## config.mk

```make
export PLATFORM = sky130hd
export DESIGN_NAME = out_arbiter_3port_flat
export DESIGN_NICKNAME = d
export VERILOG_FILES = /design/src/rtl/out_arbiter_3port_pkg.sv /design/src/rtl/out_arbiter_3port_if.sv /design/src/rtl/out_arbiter_3port_rr_arb3.sv /design/src/rtl/out_arbiter_3port.sv /design/src/flat_wrapper.sv
export SDC_FILE = /design/constraint.sdc
export NUM_CORES = 1
export LEC_CHECK = 0
export CAP_MARGIN = 20
export CELL_PAD_IN_SITES_DETAIL_PLACEMENT = 0
export CELL_PAD_IN_SITES_GLOBAL_PLACEMENT = 1
export CORE_MARGIN = 8
export CORE_UTILIZATION = 42
export DETAILED_ROUTE_END_ITERATION = 8
export PLACE_DENSITY = 0.92
export SETUP_SLACK_MARGIN = 0.3
export SLEW_MARGIN = 20
export SYNTH_ARGS = -nofsm -noshare
export SYNTH_HDL_FRONTEND = slang
export SYNTH_HIERARCHICAL = 1
export SYNTH_SLANG_ARGS = --single-unit
```

## constraint.sdc

```tcl
create_clock -name clk -period 8.55 [get_ports clk]
set_input_delay 1.71 -clock clk [delete_from_list [all_inputs] [get_ports clk]]
set_output_delay 1.71 -clock clk [all_outputs]
set_load 0.05 [all_outputs]
```

## src/rtl/out_arbiter_3port_pkg.sv

```systemverilog
// Shared definitions for the 3-port output arbiter: crossbar select codes,
// port indices, FSM states and small port-index helpers.
package out_arbiter_3port_pkg;

  localparam logic [2:0] SW_STOP  = 3'd0;
  localparam logic [2:0] SW_X1    = 3'd1;
  localparam logic [2:0] SW_Y1    = 3'd2;
  localparam logic [2:0] SW_LOCAL = 3'd3;

  localparam logic [1:0] PORT_X     = 2'd0;
  localparam logic [1:0] PORT_Y     = 2'd1;
  localparam logic [1:0] PORT_LOCAL = 2'd2;
  localparam logic [1:0] PORT_NONE  = 2'd3;

  typedef enum logic {
    ST_IDLE   = 1'b0,
    ST_LOCKED = 1'b1
  } arb_state_e;

  // Port index addition modulo 3; operands are expected in 0..2.
  function automatic logic [1:0] port_add(input logic [1:0] p, input logic [1:0] k);
    logic [2:0] s;
    s = {1'b0, p} + {1'b0, k};
    if (s >= 3'd3) s = s - 3'd3;
    return s[1:0];
  endfunction

  function automatic logic [2:0] port_onehot(input logic [1:0] p);
    case (p)
      PORT_X:     return 3'b001;
      PORT_Y:     return 3'b010;
      PORT_LOCAL: return 3'b100;
      default:    return 3'b000;
    endcase
  endfunction

endpackage

```

## src/rtl/out_arbiter_3port_if.sv

```systemverilog
// Request/grant bundle between the three input buffers, the output unit
// and the output-port arbiter.
interface out_arbiter_3port_if;
  import out_arbiter_3port_pkg::*;

  logic       full;
  logic       req_x;
  logic       req_y;
  logic       req_local;
  logic       tail_x;
  logic       tail_y;
  logic       tail_local;
  logic [2:0] port_sw_id;
  logic       grant_x;
  logic       grant_y;
  logic       grant_local;
  logic       locked;
  logic [1:0] owner;

  modport master (
    output full, req_x, req_y, req_local, tail_x, tail_y, tail_local,
    input  port_sw_id, grant_x, grant_y, grant_local, locked, owner
  );

  modport slave (
    input  full, req_x, req_y, req_local, tail_x, tail_y, tail_local,
    output port_sw_id, grant_x, grant_y, grant_local, locked, owner
  );
endinterface

```

## src/rtl/out_arbiter_3port_rr_arb3.sv

```systemverilog
// Combinational 3-way round-robin pick: the first requester found starting
// at prio and wrapping through the other two ports.
module rr_arb3
  import out_arbiter_3port_pkg::*;
(
  input  logic [2:0] req,
  input  logic [1:0] prio,
  output logic [2:0] gnt_onehot,
  output logic [1:0] gnt_idx
);

  logic [3:0] req_pad;
  logic [1:0] base;
  logic [1:0] cand;
  logic       found;

  assign req_pad = {1'b0, req};

  // A stray prio of 3 falls back to X as the highest-priority port.
  always_comb begin
    gnt_onehot = 3'b000;
    gnt_idx    = PORT_NONE;
    found      = 1'b0;
    cand       = PORT_X;
    base       = (prio == PORT_NONE) ? PORT_X : prio;
    for (int k = 0; k < 3; k++) begin
      cand = port_add(base, 2'(k));
      if (!found && req_pad[cand]) begin
        gnt_onehot = port_onehot(cand);
        gnt_idx    = cand;
        found      = 1'b1;
      end
    end
  end

endmodule

```

## src/rtl/out_arbiter_3port.sv

```systemverilog
// Switch allocator for one 3-input router output port: packet-level
// round-robin with a wormhole lock held from head flit to tail flit.
module out_arbiter_3port
  import out_arbiter_3port_pkg::*;
#(
  parameter bit LOCK_EN = 1'b1
) (
  input  logic                 clk,
  input  logic                 rst_n,
  out_arbiter_3port_if.slave   bus
);

  arb_state_e state_q, state_d;
  logic [1:0] owner_q, owner_d;
  logic [1:0] prio_q, prio_d;
  logic [2:0] gnt;
  logic [2:0] gnt_q;
  logic [2:0] rr_onehot;
  logic [1:0] rr_idx;
  logic [3:0] req_vec;
  logic [3:0] tail_vec;

  assign req_vec  = {1'b0, bus.req_local, bus.req_y, bus.req_x};
  assign tail_vec = {1'b0, bus.tail_local, bus.tail_y, bus.tail_x};

  rr_arb3 u_rr_arb3 (
    .req        (req_vec[2:0]),
    .prio       (prio_q),
    .gnt_onehot (rr_onehot),
    .gnt_idx    (rr_idx)
  );

  always_ff @(posedge clk or negedge rst_n) begin
    if (!rst_n) begin
      state_q <= ST_IDLE;
      owner_q <= PORT_NONE;
      prio_q  <= PORT_X;
    end else begin
      state_q <= state_d;
      owner_q <= owner_d;
      prio_q  <= prio_d;
    end
  end

  // Nothing moves while the output unit is full, so a tail blocked by
  // backpressure keeps the lock until it is actually granted.
  always_comb begin
    state_d = state_q;
    owner_d = owner_q;
    prio_d  = (prio_q == PORT_NONE) ? PORT_X : prio_q;
    gnt     = 3'b000;
    if (!bus.full) begin
      case (state_q)
        ST_IDLE: begin
          if (rr_idx != PORT_NONE) begin
            gnt = rr_onehot;
            if (tail_vec[rr_idx] || !LOCK_EN) begin
              prio_d = port_add(rr_idx, 2'd1);
            end else begin
              state_d = ST_LOCKED;
              owner_d = rr_idx;
            end
          end
        end
        ST_LOCKED: begin
          if (req_vec[owner_q]) begin
            gnt = port_onehot(owner_q);
            if (tail_vec[owner_q]) begin
              state_d = ST_IDLE;
              owner_d = PORT_NONE;
              prio_d  = port_add(owner_q, 2'd1);
            end
          end
        end
        default: begin
          state_d = ST_IDLE;
          owner_d = PORT_NONE;
        end
      endcase
    end
  end

  assign gnt_q = gnt & {3{rst_n}};

  always_comb begin
    case (gnt_q)
      3'b001:  bus.port_sw_id = SW_X1;
      3'b010:  bus.port_sw_id = SW_Y1;
      3'b100:  bus.port_sw_id = SW_LOCAL;
      default: bus.port_sw_id = SW_STOP;
    endcase
  end

  assign bus.grant_x     = gnt_q[0];
  assign bus.grant_y     = gnt_q[1];
  assign bus.grant_local = gnt_q[2];
  assign bus.locked      = (state_q == ST_LOCKED);
  assign bus.owner       = owner_q;

endmodule

```

## src/flat_wrapper.sv

```systemverilog
// flat-port wrapper written by rule: the top's interface ports become plain ports
module out_arbiter_3port_flat import out_arbiter_3port_pkg::*;
#(
  parameter bit LOCK_EN = 1'b1
)
  (clk, rst_n, bus_full, bus_req_x, bus_req_y, bus_req_local, bus_tail_x, bus_tail_y, bus_tail_local, bus_port_sw_id, bus_grant_x, bus_grant_y, bus_grant_local, bus_locked, bus_owner);
  out_arbiter_3port_if bus_i ();
  input  logic clk;
  input  logic rst_n;
  input wire logic [$bits(bus_i.full)-1:0] bus_full;
  input wire logic [$bits(bus_i.req_x)-1:0] bus_req_x;
  input wire logic [$bits(bus_i.req_y)-1:0] bus_req_y;
  input wire logic [$bits(bus_i.req_local)-1:0] bus_req_local;
  input wire logic [$bits(bus_i.tail_x)-1:0] bus_tail_x;
  input wire logic [$bits(bus_i.tail_y)-1:0] bus_tail_y;
  input wire logic [$bits(bus_i.tail_local)-1:0] bus_tail_local;
  output wire logic [$bits(bus_i.port_sw_id)-1:0] bus_port_sw_id;
  output wire logic [$bits(bus_i.grant_x)-1:0] bus_grant_x;
  output wire logic [$bits(bus_i.grant_y)-1:0] bus_grant_y;
  output wire logic [$bits(bus_i.grant_local)-1:0] bus_grant_local;
  output wire logic [$bits(bus_i.locked)-1:0] bus_locked;
  output wire logic [$bits(bus_i.owner)-1:0] bus_owner;
  assign bus_i.full = bus_full;
  assign bus_i.req_x = bus_req_x;
  assign bus_i.req_y = bus_req_y;
  assign bus_i.req_local = bus_req_local;
  assign bus_i.tail_x = bus_tail_x;
  assign bus_i.tail_y = bus_tail_y;
  assign bus_i.tail_local = bus_tail_local;
  assign bus_port_sw_id = bus_i.port_sw_id;
  assign bus_grant_x = bus_i.grant_x;
  assign bus_grant_y = bus_i.grant_y;
  assign bus_grant_local = bus_i.grant_local;
  assign bus_locked = bus_i.locked;
  assign bus_owner = bus_i.owner;
  out_arbiter_3port #(.LOCK_EN(LOCK_EN)) u_core (.clk(clk), .rst_n(rst_n), .bus(bus_i));
endmodule
```

-- Word level (Yosys, flattened, before mapping)
Cells that the tools add are included.
- register bits after elaboration: 5
- latch bits: 0
- bits in writable memories: 0
- memory bits (read-only): 0
- input bits: 9
- output and inout bits: 9
- word-level logic and storage cells: 102
- memories: 0
- add/subtract/negate cells: 9
- $mul: 0
- divide/modulo/power cells: 0
- order comparisons: 10
- equal/unequal tests: 17
- shifts and indexed selects: 0
- multiplexer cells: 51
- bitwise gates (word level): 3
- reductions and logical operators: 9
- operators by type and width (kind ; count):
    2-to-1 mux 2 bit ; 18
    one-hot mux 3 bit (3 select lines) ; 4
    2-to-1 mux 3 bit ; 6
    less-than comparator 2 x 3 -> 1 bit (second input constant) ; 5
    binary-select mux 1 bit (select 2 bit) ; 6
    >= comparator 3 x 2 -> 1 bit (second input constant) ; 4
    2-to-1 mux 1 bit ; 12
    equality test 2 bit (second input constant) ; 5
    subtractor 2 bit (second input constant) ; 5
    adder 2 x 1 -> 3 bit (second input constant) ; 3
    equality test 2 x 1 -> 1 bit (second input constant) ; 4
    logical NOT 2 bit ; 4
    inequality test 2 bit (second input constant) ; 4
    one-hot mux 2 bit (2 select lines) ; 2
    one-hot mux 2 bit (3 select lines) ; 1
    one-hot mux 3 bit (2 select lines) ; 1
    AND reduction 5 bit ; 1
    adder 2 x 2 -> 3 bit (second input constant) ; 1
    AND 3 bit ; 1
    equality test 3 x 1 -> 1 bit (second input constant) ; 1
    equality test 3 x 2 -> 1 bit (second input constant) ; 1
    equality test 3 bit (second input constant) ; 1
    >= comparator 2 bit (second input constant) ; 1
    logical AND 1 bit ; 2
    4 further kinds ; 6

-- Longest topological paths before layout
Gate-level depths: netlist (run 1).
- depth in word-level cells: 20
- mapped depth: 14
- depth with buffers taken out: 12

-- Modules after synthesis
Netlist (run 1), hierarchy kept.
- by module, submodules not included (module ; times used ; cells an instance ; area an instance (µm²) ; seq. area each (µm²)):
    out_arbiter_3port ; 1 ; 64 ; 606.8 ; 127.6
    rr_arb3 ; 1 ; 61 ; 416.6 ; 0.0

-- Least setup slack after synthesis (run 1)
No wires, ideal clock.
- path kind: in2out
- from: input port bus_req_local
- to: output port bus_port_sw_id[1]
- data arrival time: 3.870 ns
- required time: 6.840 ns
- setup slack: 2.970 ns
- stages: 9
- path buffers: 1
- cell sequence: clkbuf_1 a22oi_1 o22ai_1 o21ai_0 ha_1 nor3b_1 a31oi_2 xnor2_1 nor3b_2
- longest elaborated chain between the ends: 16
- elaborated cells on any way between the ends: 30
- classes of those cells: eq/ne (4); mux (21); bitwise (1); reduce/logical (4)
- ends and longest elaborated chain (what ; line ; source):
    from (decl) ; flat_wrapper.sv:13 ; input wire logic [$bits(bus_i.req_local)-1:0] bus_req_local;
    binary-select mux 1 bit (select 2 bit) ; out_arbiter_3port_rr_arb3.sv:28 ; if (!found && req_pad[cand]) begin
    2-to-1 mux 1 bit (not written as such) ; out_arbiter_3port_rr_arb3.sv:28 ;
    2-to-1 mux 1 bit ; out_arbiter_3port_rr_arb3.sv:28 ;
    logical NOT 1 bit ; out_arbiter_3port_rr_arb3.sv:28 ;
    logical AND 1 bit ; out_arbiter_3port_rr_arb3.sv:28 ;
    2-to-1 mux 1 bit ; out_arbiter_3port_rr_arb3.sv:28 ;
    logical NOT 1 bit ; out_arbiter_3port_rr_arb3.sv:28 ;
    logical AND 1 bit ; out_arbiter_3port_rr_arb3.sv:28 ;
    2-to-1 mux 2 bit * ; out_arbiter_3port_rr_arb3.sv:28 ;
    named net u_core.rr_idx[0] ; out_arbiter_3port.sv:19 ; logic [1:0] rr_idx;
    inequality test 2 bit * ; out_arbiter_3port.sv:55 ; if (rr_idx != PORT_NONE) begin
    2-to-1 mux 3 bit * ; out_arbiter_3port.sv:55 ;
    one-hot mux 3 bit (2 select lines) * ; out_arbiter_3port.sv:53 ; case (state_q)
    2-to-1 mux 3 bit * ; out_arbiter_3port.sv:52 ; if (!bus.full) begin
    AND 3 bit * ; out_arbiter_3port.sv:83 ; assign gnt_q = gnt & {3{rst_n}};
    equality test 3 bit (tied with other cells) ; out_arbiter_3port.sv:86 ; case (gnt_q)
    one-hot mux 2 bit (3 select lines) * ; out_arbiter_3port.sv:86 ;
    to (decl) ; flat_wrapper.sv:17 ; output wire logic [$bits(bus_i.port_sw_id)-1:0] bus_port_sw_id;
The timed path passes the listed nets; every way through them passes the cells marked *. The select of a mux whose other input is x is not followed.

-- Final worst setup path (run 1)
- from: input port bus_req_x
- to: output port bus_port_sw_id[1]
- longest elaborated chain between the ends: 16
- elaborated cells on any way between the ends: 30
- classes of those cells: eq/ne (4); mux (21); bitwise (1); reduce/logical (4)
- ends and longest elaborated chain (what ; line ; source):
    from (decl) ; flat_wrapper.sv:11 ; input wire logic [$bits(bus_i.req_x)-1:0] bus_req_x;
    binary-select mux 1 bit (select 2 bit) ; out_arbiter_3port_rr_arb3.sv:28 ;
    2-to-1 mux 1 bit (not written as such) ; out_arbiter_3port_rr_arb3.sv:28 ;
    2-to-1 mux 1 bit ; out_arbiter_3port_rr_arb3.sv:28 ;
    logical NOT 1 bit ; out_arbiter_3port_rr_arb3.sv:28 ;
    logical AND 1 bit ; out_arbiter_3port_rr_arb3.sv:28 ;
    2-to-1 mux 1 bit ; out_arbiter_3port_rr_arb3.sv:28 ;
    logical NOT 1 bit ; out_arbiter_3port_rr_arb3.sv:28 ;
    logical AND 1 bit ; out_arbiter_3port_rr_arb3.sv:28 ;
    2-to-1 mux 2 bit * ; out_arbiter_3port_rr_arb3.sv:28 ;
    named net u_core.rr_idx[1] ; out_arbiter_3port.sv:19 ;
    inequality test 2 bit * ; out_arbiter_3port.sv:55 ;
    2-to-1 mux 3 bit * ; out_arbiter_3port.sv:55 ;
    one-hot mux 3 bit (2 select lines) * ; out_arbiter_3port.sv:53 ;
    2-to-1 mux 3 bit * ; out_arbiter_3port.sv:52 ;
    AND 3 bit * ; out_arbiter_3port.sv:83 ;
    equality test 3 bit (tied with other cells) ; out_arbiter_3port.sv:86 ;
    one-hot mux 2 bit (3 select lines) * ; out_arbiter_3port.sv:86 ;
Marked as above.

==> results of run 1 <==
[synth_stat cells (all sizes together), types with 4 or more instances]
master and instances:
ha 9, nand2b 6, nor2b 4, buf 5, inv 8, a21oi 4, nor2 8, nand2 12
o21ai 11, mux2i 5
[cell type report]
cell class | count | share of cell area (%)
Inverter | 8 | 2.510
Multi-Input combinational cell | 104 | 68.10
Timing Repair Buffer | 16 | 13.39
Tap cell | 30 | 3.138
Sequential cell | 5 | 10.67
Clock buffer | 4 | 2.197
[worst max path at each step]
stage | to | slack [ns] | cells past startpoint
global route | bus_port_sw_id[0] | 1.50 | 11
floorplan | bus_port_sw_id[1] | 2.97 | 9
CTS | bus_port_sw_id[1] | 1.77 | 11
finish | bus_port_sw_id[1] | 1.77 | 11
detailed placement | bus_port_sw_id[1] | 1.76 | 11
global placement | bus_port_sw_id[0] | 1.85 | 11
[cells in the final DEF (no fill, tap or decap), types with 2 or more instances in the layout]
cell type | Yosys | final
nand2b_1 | 6 | 6
o211ai_1 | 2 | 2
dfrtp_1 | 3 | 3
nand3b_1 | 3 | 3
o21ai_1 | 2 | 2
mux2i_4 | 2 | 2
ha_1 | 9 | 9
clkbuf_4 | 0 | 3
o21ai_0 | 8 | 8
nor2b_1 | 4 | 4
dfstp_2 | 2 | 2
clkdlybuf4s50_1 | 0 | 16
o21a_1 | 2 | 2
a31oi_1 | 2 | 2
a21oi_1 | 4 | 4
mux2i_1 | 3 | 3
nor3b_2 | 2 | 2
nor2_1 | 7 | 7
nand3_1 | 2 | 2
xnor2_1 | 2 | 2
o22ai_1 | 3 | 3
o22a_1 | 3 | 3
inv_1 | 7 | 7
nand2_1 | 12 | 12
nand4b_1 | 2 | 2
a2bb2oi_1 | 2 | 2
[registers in the layout, summed over array words and instances (netlist names)]
name	flops
u_core/bus.locked	1
u_core/prio_q	2
u_core/bus.owner	2
[routing by layer]
metal | part of all wire (%) | routed length [um] | up-vias | global-route usage (%)
li1 | - | - | 481 | -
met1 | 45 | 1072 | 472 | 14.53
met2 | 49 | 1156 | 28 | 20.91
met3 | 6.0 | 142 | 0 | 3.571
met4 | 0 | 0 | 0 | 0.8174
met5 | 0 | 0 | - | 0
[cell families after synthesis]
| kind of cell | after synthesis | synth area share (%) |
|---|---|---|
| AND/OR/NAND/NOR | 45 | 25.55 |
| adder cells (fa/ha/maj) | 9 | 11.00 |
| buffers and inverters | 16 | 7.946 |
| other | 1 | 0.3664 |
| multiplexers | 6 | 8.435 |
| XOR/XNOR | 2 | 1.712 |
| flip-flops | 5 | 12.47 |
| AO/OA/AOI/OAI | 41 | 32.52 |
[per-stage QoR]
stage	hold slack, ns	area [um^2]	std cells	util, %
floorplan	0.5301	1023	125	-
global placement	0.5815	1170	163	49.00
detailed placement	0.6102	1170	163	49.00
CTS	0.6180	1196	167	50.10
global route	0.6301	1196	167	50.10
finish	0.6075	1196	167	50.10
[power by group through the flow]
stage | sequential, uW | combinational (uW) | clock (uW)
after floorplan | 72.7 | 336 | 0
after global placement | 66.1 | 403 | 0
after detailed placement | 67.1 | 412 | 0
after CTS | 66.7 | 413 | 27.5
after global routing | 70.7 | 456 | 30.5
final | 66.7 | 414 | 26.4
[critical path, stage by stage]
cell	delay [ns]
clkdlybuf4s50_1	0.71
mux2i_4	0.15
o21ai_4	0.22
mux2_1	0.34
o2111ai_1	0.22
ha_1	0.31
nor3b_1	0.08
a31oi_2	0.23
xnor2_1	0.12
nor3b_2	0.15
clkdlybuf4s50_1	0.82
==> impl_metrics.json, run 1 <==
{
  "antenna_found_initial": 0,
  "synthArstFlopShare_pct": 100.0,
  "yosys.area.top_type": "ha_1",
  "port_buffers": 16,
  "drive_gt1_share_pct": 11.68,
  "vias": 981,
  "period_minus_slack_ns": 6.780,
  "multi_input_area_um2": 814.5,
  "core_area_um2": 2387,
  "dr.first_iter.drc_count": 47,
  "fp.dieH_um": 65.37,
  "fin_worst_skew_ns": 0.003388,
  "required_ns": 6.84,
  "synth.ff_latch_count": 5,
  "dieArea_um2": 4273,
  "final-seq-area_um2": 127.6,
  "ys_seq_area_share_pct": 12.47,
  "fin_ws_ns": 1.770,
  "hold_viol": 0,
  "worstRegToRegCells": 12,
  "cts_setup_buffers": 0,
  "p_per_area_nw_per_um2": 424.3,
  "worstPathArrival_ns": 5.07,
  "worst-path-max-fanout": 8,
  "cts_tree": "yes",
  "r2r_end": "u_core/bus.owner[1]",
  "r2r_start": "u_core/prio_q[1]",
  "cts-root-buf": "clkbuf_4",
  "cts_buffer_depth": 2,
  "grt_pass1_wl_um": 4284,
  "clkLatencyLatePin_ns": 0.24,
  "p_seq_share_pct": 13.1,
  "ant_nets": 0,
  "synth_cell_type_count": 51,
  "pwr-share-comb_pct": 81.7,
  "cts_resized": 0,
  "hold_depth": 1,
  "setup-tns-final_ns": 0,
  "setup_violations": 0,
  "grt_max_degree": 17,
  "drc": 0,
  "grt_pass1_vias": 972,
  "grt_use_total_pct": 11.92,
  "synth_edf_count": 0,
  "crit_start": "bus_req_x",
  "rsz0062_at_grt": "no",
  "chipWidth_um": 65.37,
  "slew_viol_final": 0,
  "clk_pin_slew_ns": 0.04,
  "power.leakage_uw": 0.0004487,
  "syn_to_final_growth_pct": 16.87,
  "syn_area_per_cell_um2": 8.188,
  "p_clk_share_pct": 5.2,
  "viasPerCell": 5.874,
  "clock-sinks": 5,
  "synth_nets": 143,
  "holdCritStartpoint": "u_core/prio_q[0]",
  "max-cap-violations": 0,
  "rows": 18,
  "cts_buffers": 3,
  "fmax_mhz": 147.5,
  "p_int_uw": 232.3,
  "status": "complete, no violations",
  "ir_drop_uv": 251.3,
  "p_total_uw": 507.5,
  "io_pins": 18,
  "worst-slew-pin-transition_ns": 0.6415,
  "wl_per_cell_um": 14.20,
  "netlist.area_leader.share_pct": 11.00,
  "layout.nets": 156,
  "syn_inst": 125,
  "grt_overflow": 0,
  "htreeDepth": 1,
  "antennaDiodeCount": 0,
  "critPathCaptureType": "output pin",
  "dpl.hpwl_um": 1873,
  "dp_slack_ns": 1.765,
  "hold_class": "flop to flop",
  "ys_warn_count": 6,
  "gp_congestion": 0.8332,
  "fin_crit_sh_pct": 79.30,
  "worstHoldEndpoint": "u_core/prio_q[1]",
  "slew_headroom_pct": 56.78,
  "ys.flop_type": "dfrtp_1",
  "p_sw_share_pct": 54.23,
  "cts_hold_buf": 0,
  "switchingPower_uw": 275.2,
  "synth_area_leaders": "ha_1 (11%), dfrtp_1 (7.3%), dfstp_2 (5.1%)",
  "reg2reg_slack_ns": 5.14,
  "start_util_pct": 42.87,
  "synthesis.area_um2": 1023,
  "drt-total-wl_um": 2371,
  "crit_path_start_kind": "input pin",
  "first_pass_iters": 4,
  "fillers": 238,
  "crit_type": "input pin to output pin"
}
No activity file was read; power rests on OpenSTA's default activity.
==> run 2, diff against run 1 <==
Settings changed: CORE_UTILIZATION 42 to 39, PLACE_DENSITY 0.92 to 0.87.
Clock period 8.55 ns to 6.4 ns, I/O delays scaled along.
==> impl_metrics.json, run 2 (synthesis results as in run 1) <==
{
  "fin_crit_sh_pct": 88.50,
  "core_area_um2": 2477,
  "layout.nets": 157,
  "slew_viol_final": 0,
  "hold_slack_ns": 0.5994,
  "cts-root-buf": "clkbuf_4",
  "slowest_stage": "clkdlybuf4s50_1",
  "hold_viol": 0,
  "grt_use_total_pct": 10.72,
  "fin_worst_skew_ns": 0.002549,
  "hold_class": "flop to flop",
  "switchingPower_uw": 371.6,
  "syn_to_final_growth_pct": 18.09,
  "grt_max_degree": 17,
  "drc": 0,
  "period_minus_slack_ns": 5.664,
  "layout.cells.most_common_list": "clkdlybuf4s50_1 (14), nand2_1 (12), ha_1 (9)",
  "critPathCaptureType": "output pin",
  "vias": 968,
  "grt_pass1_wl_um": 3974,
  "p_sw_share_pct": 53.96,
  "crit_path_start_kind": "input pin",
  "mostFrequentLayoutCell": "clkdlybuf4s50_1",
  "antennaDiodeCount": 0,
  "crit_type": "input pin to output pin",
  "clkLatencyLatePin_ns": 0.24,
  "p_total_uw": 688.7,
  "fmax_mhz": 176.6,
  "viasPerCell": 5.762,
  "ant_nets": 0,
  "grt_pass1_vias": 897,
  "start_util_pct": 41.31,
  "fin_cells": 168,
  "path_common_cell": "clkdlybuf4s50_1",
  "multi_input_area_um2": 814.5,
  "wl_per_cell_um": 14.41,
  "worstPathArrival_ns": 4.38,
  "cts_resized": 0,
  "p_seq_share_pct": 12.8,
  "rows": 18,
  "status": "complete, no violations",
  "fillers": 244,
  "antenna_found_initial": 0,
  "pwr-share-comb_pct": 82.1,
  "htreeDepth": 1,
  "dpl.hpwl_um": 1936,
  "max_stage_delay_ns": 0.81,
  "p_clk_share_pct": 5.2,
  "dr.first_iter.drc_count": 69,
  "grt_overflow": 0,
  "setup_violations": 0,
  "worst-slew-pin-transition_ns": 0.5772,
  "fp.dieH_um": 67.23,
  "clk_pin_slew_ns": 0.04,
  "drive_gt1_share_pct": 12.32,
  "slew_headroom_pct": 61.52,
  "cp_cell_sequence": "clkdlybuf4s50_1 -> mux2i_4 -> o21ai_4 -> mux2_1 -> o2111ai_1 -> ha_1 -> nor3b_1 -> a31oi_2 -> nor2_1 -> clkdlybuf4s50_1",
  "cts_hold_buf": 0,
  "drt-total-wl_um": 2421,
  "required_ns": 5.12,
  "chipWidth_um": 67.23,
  "p_per_area_nw_per_um2": 569.8,
  "cts_buffer_depth": 2,
  "max-cap-violations": 0,
  "clock-sinks": 5,
  "placed_cells": 164,
  "cts_tree": "yes",
  "setup-tns-final_ns": 0,
  "dp_slack_ns": 0.4301,
  "cts_setup_buffers": 0,
  "ir_drop_uv": 328.3,
  "fin_ws_ns": 0.7361,
  "cts_buffers": 3,
  "power.leakage_uw": 0.0004892,
  "gp_congestion": 0.8748,
  "io_pins": 18,
  "first_pass_iters": 4,
  "rsz0062_at_grt": "no",
  "dieArea_um2": 4520,
  "final-seq-area_um2": 127.6,
  "port_buffers": 16,
  "p_int_uw": 317.0,
  "worst-path-max-fanout": 8
}
run 2: cell count changes in the layout (fill, tap and decap cells not counted), sizes merged:
cell	change
buf	+1
clkdlybuf4s50	-2
dlymetal6s2s	+2
run 2: metrics by stage:
stage | cell area, um^2 | utilization, %
6_report | 1209 | 48.79
5_1_grt | 1209 | 48.79
4_1_cts | 1204 | 48.59
3_5_place_dp | 1177 | 47.53
3_3_place_gp | 1177 | 47.53
2_1_floorplan | 1023 | -
run 2: area by class of cell:
cell class                 instances  area share, %
clock buffer                       4          2.174
multi-input combinational        104          67.39
tap                               30          3.106
timing repair buffer              17          14.29
inverter                           8          2.484
sequential                         5          10.56
run 2: power by group through the flow:
stage               Clock (uW)  Combinational (uW)  Sequential (uW)
global placement             0                 553             87.2
global route              40.3                 614             91.8
floorplan                    0                 449             97.1
finish                    35.6                 565             87.9
CTS                       38.2                 563             87.9
detailed placement           0                 562             87.9
run 2: final timing paths:
check / start / end / slack (ns) / depth (start not counted)
setup reg to reg: u_core/prio_q[1] / u_core/bus.owner[1] / 3.01 / 12
setup / recovery: bus_req_x / bus_grant_y / 0.74 / 10
min in group asynchronous: rst_n / u_core/prio_q[0] / 1.28 / 1
max in group asynchronous: rst_n / u_core/bus.owner[0] / 4.85 / 1
hold / removal: u_core/prio_q[0] / u_core/prio_q[1] / 0.60 / 1
hold reg to reg: u_core/prio_q[0] / u_core/prio_q[1] / 0.60 / 1
run 2: worst max-delay path: cells and delay by family:
family | cells | cell delay, ns
multiplexers | 2 | 0.32
adder cells (fa/ha/maj) | 1 | 0.33
AO/OA/AOI/OAI | 3 | 0.55
AND/OR/NAND/NOR | 2 | 0.37
buffers and inverters | 2 | 1.53
run 2: layer usage:
layer  routed length, um  share of wire [%]  track usage [%]
met4                   0                  0            4.700
met2                1163                 48            17.68
met3                  90                3.7            1.159
met5                   0                  0                0
met1                1168                 48            13.76
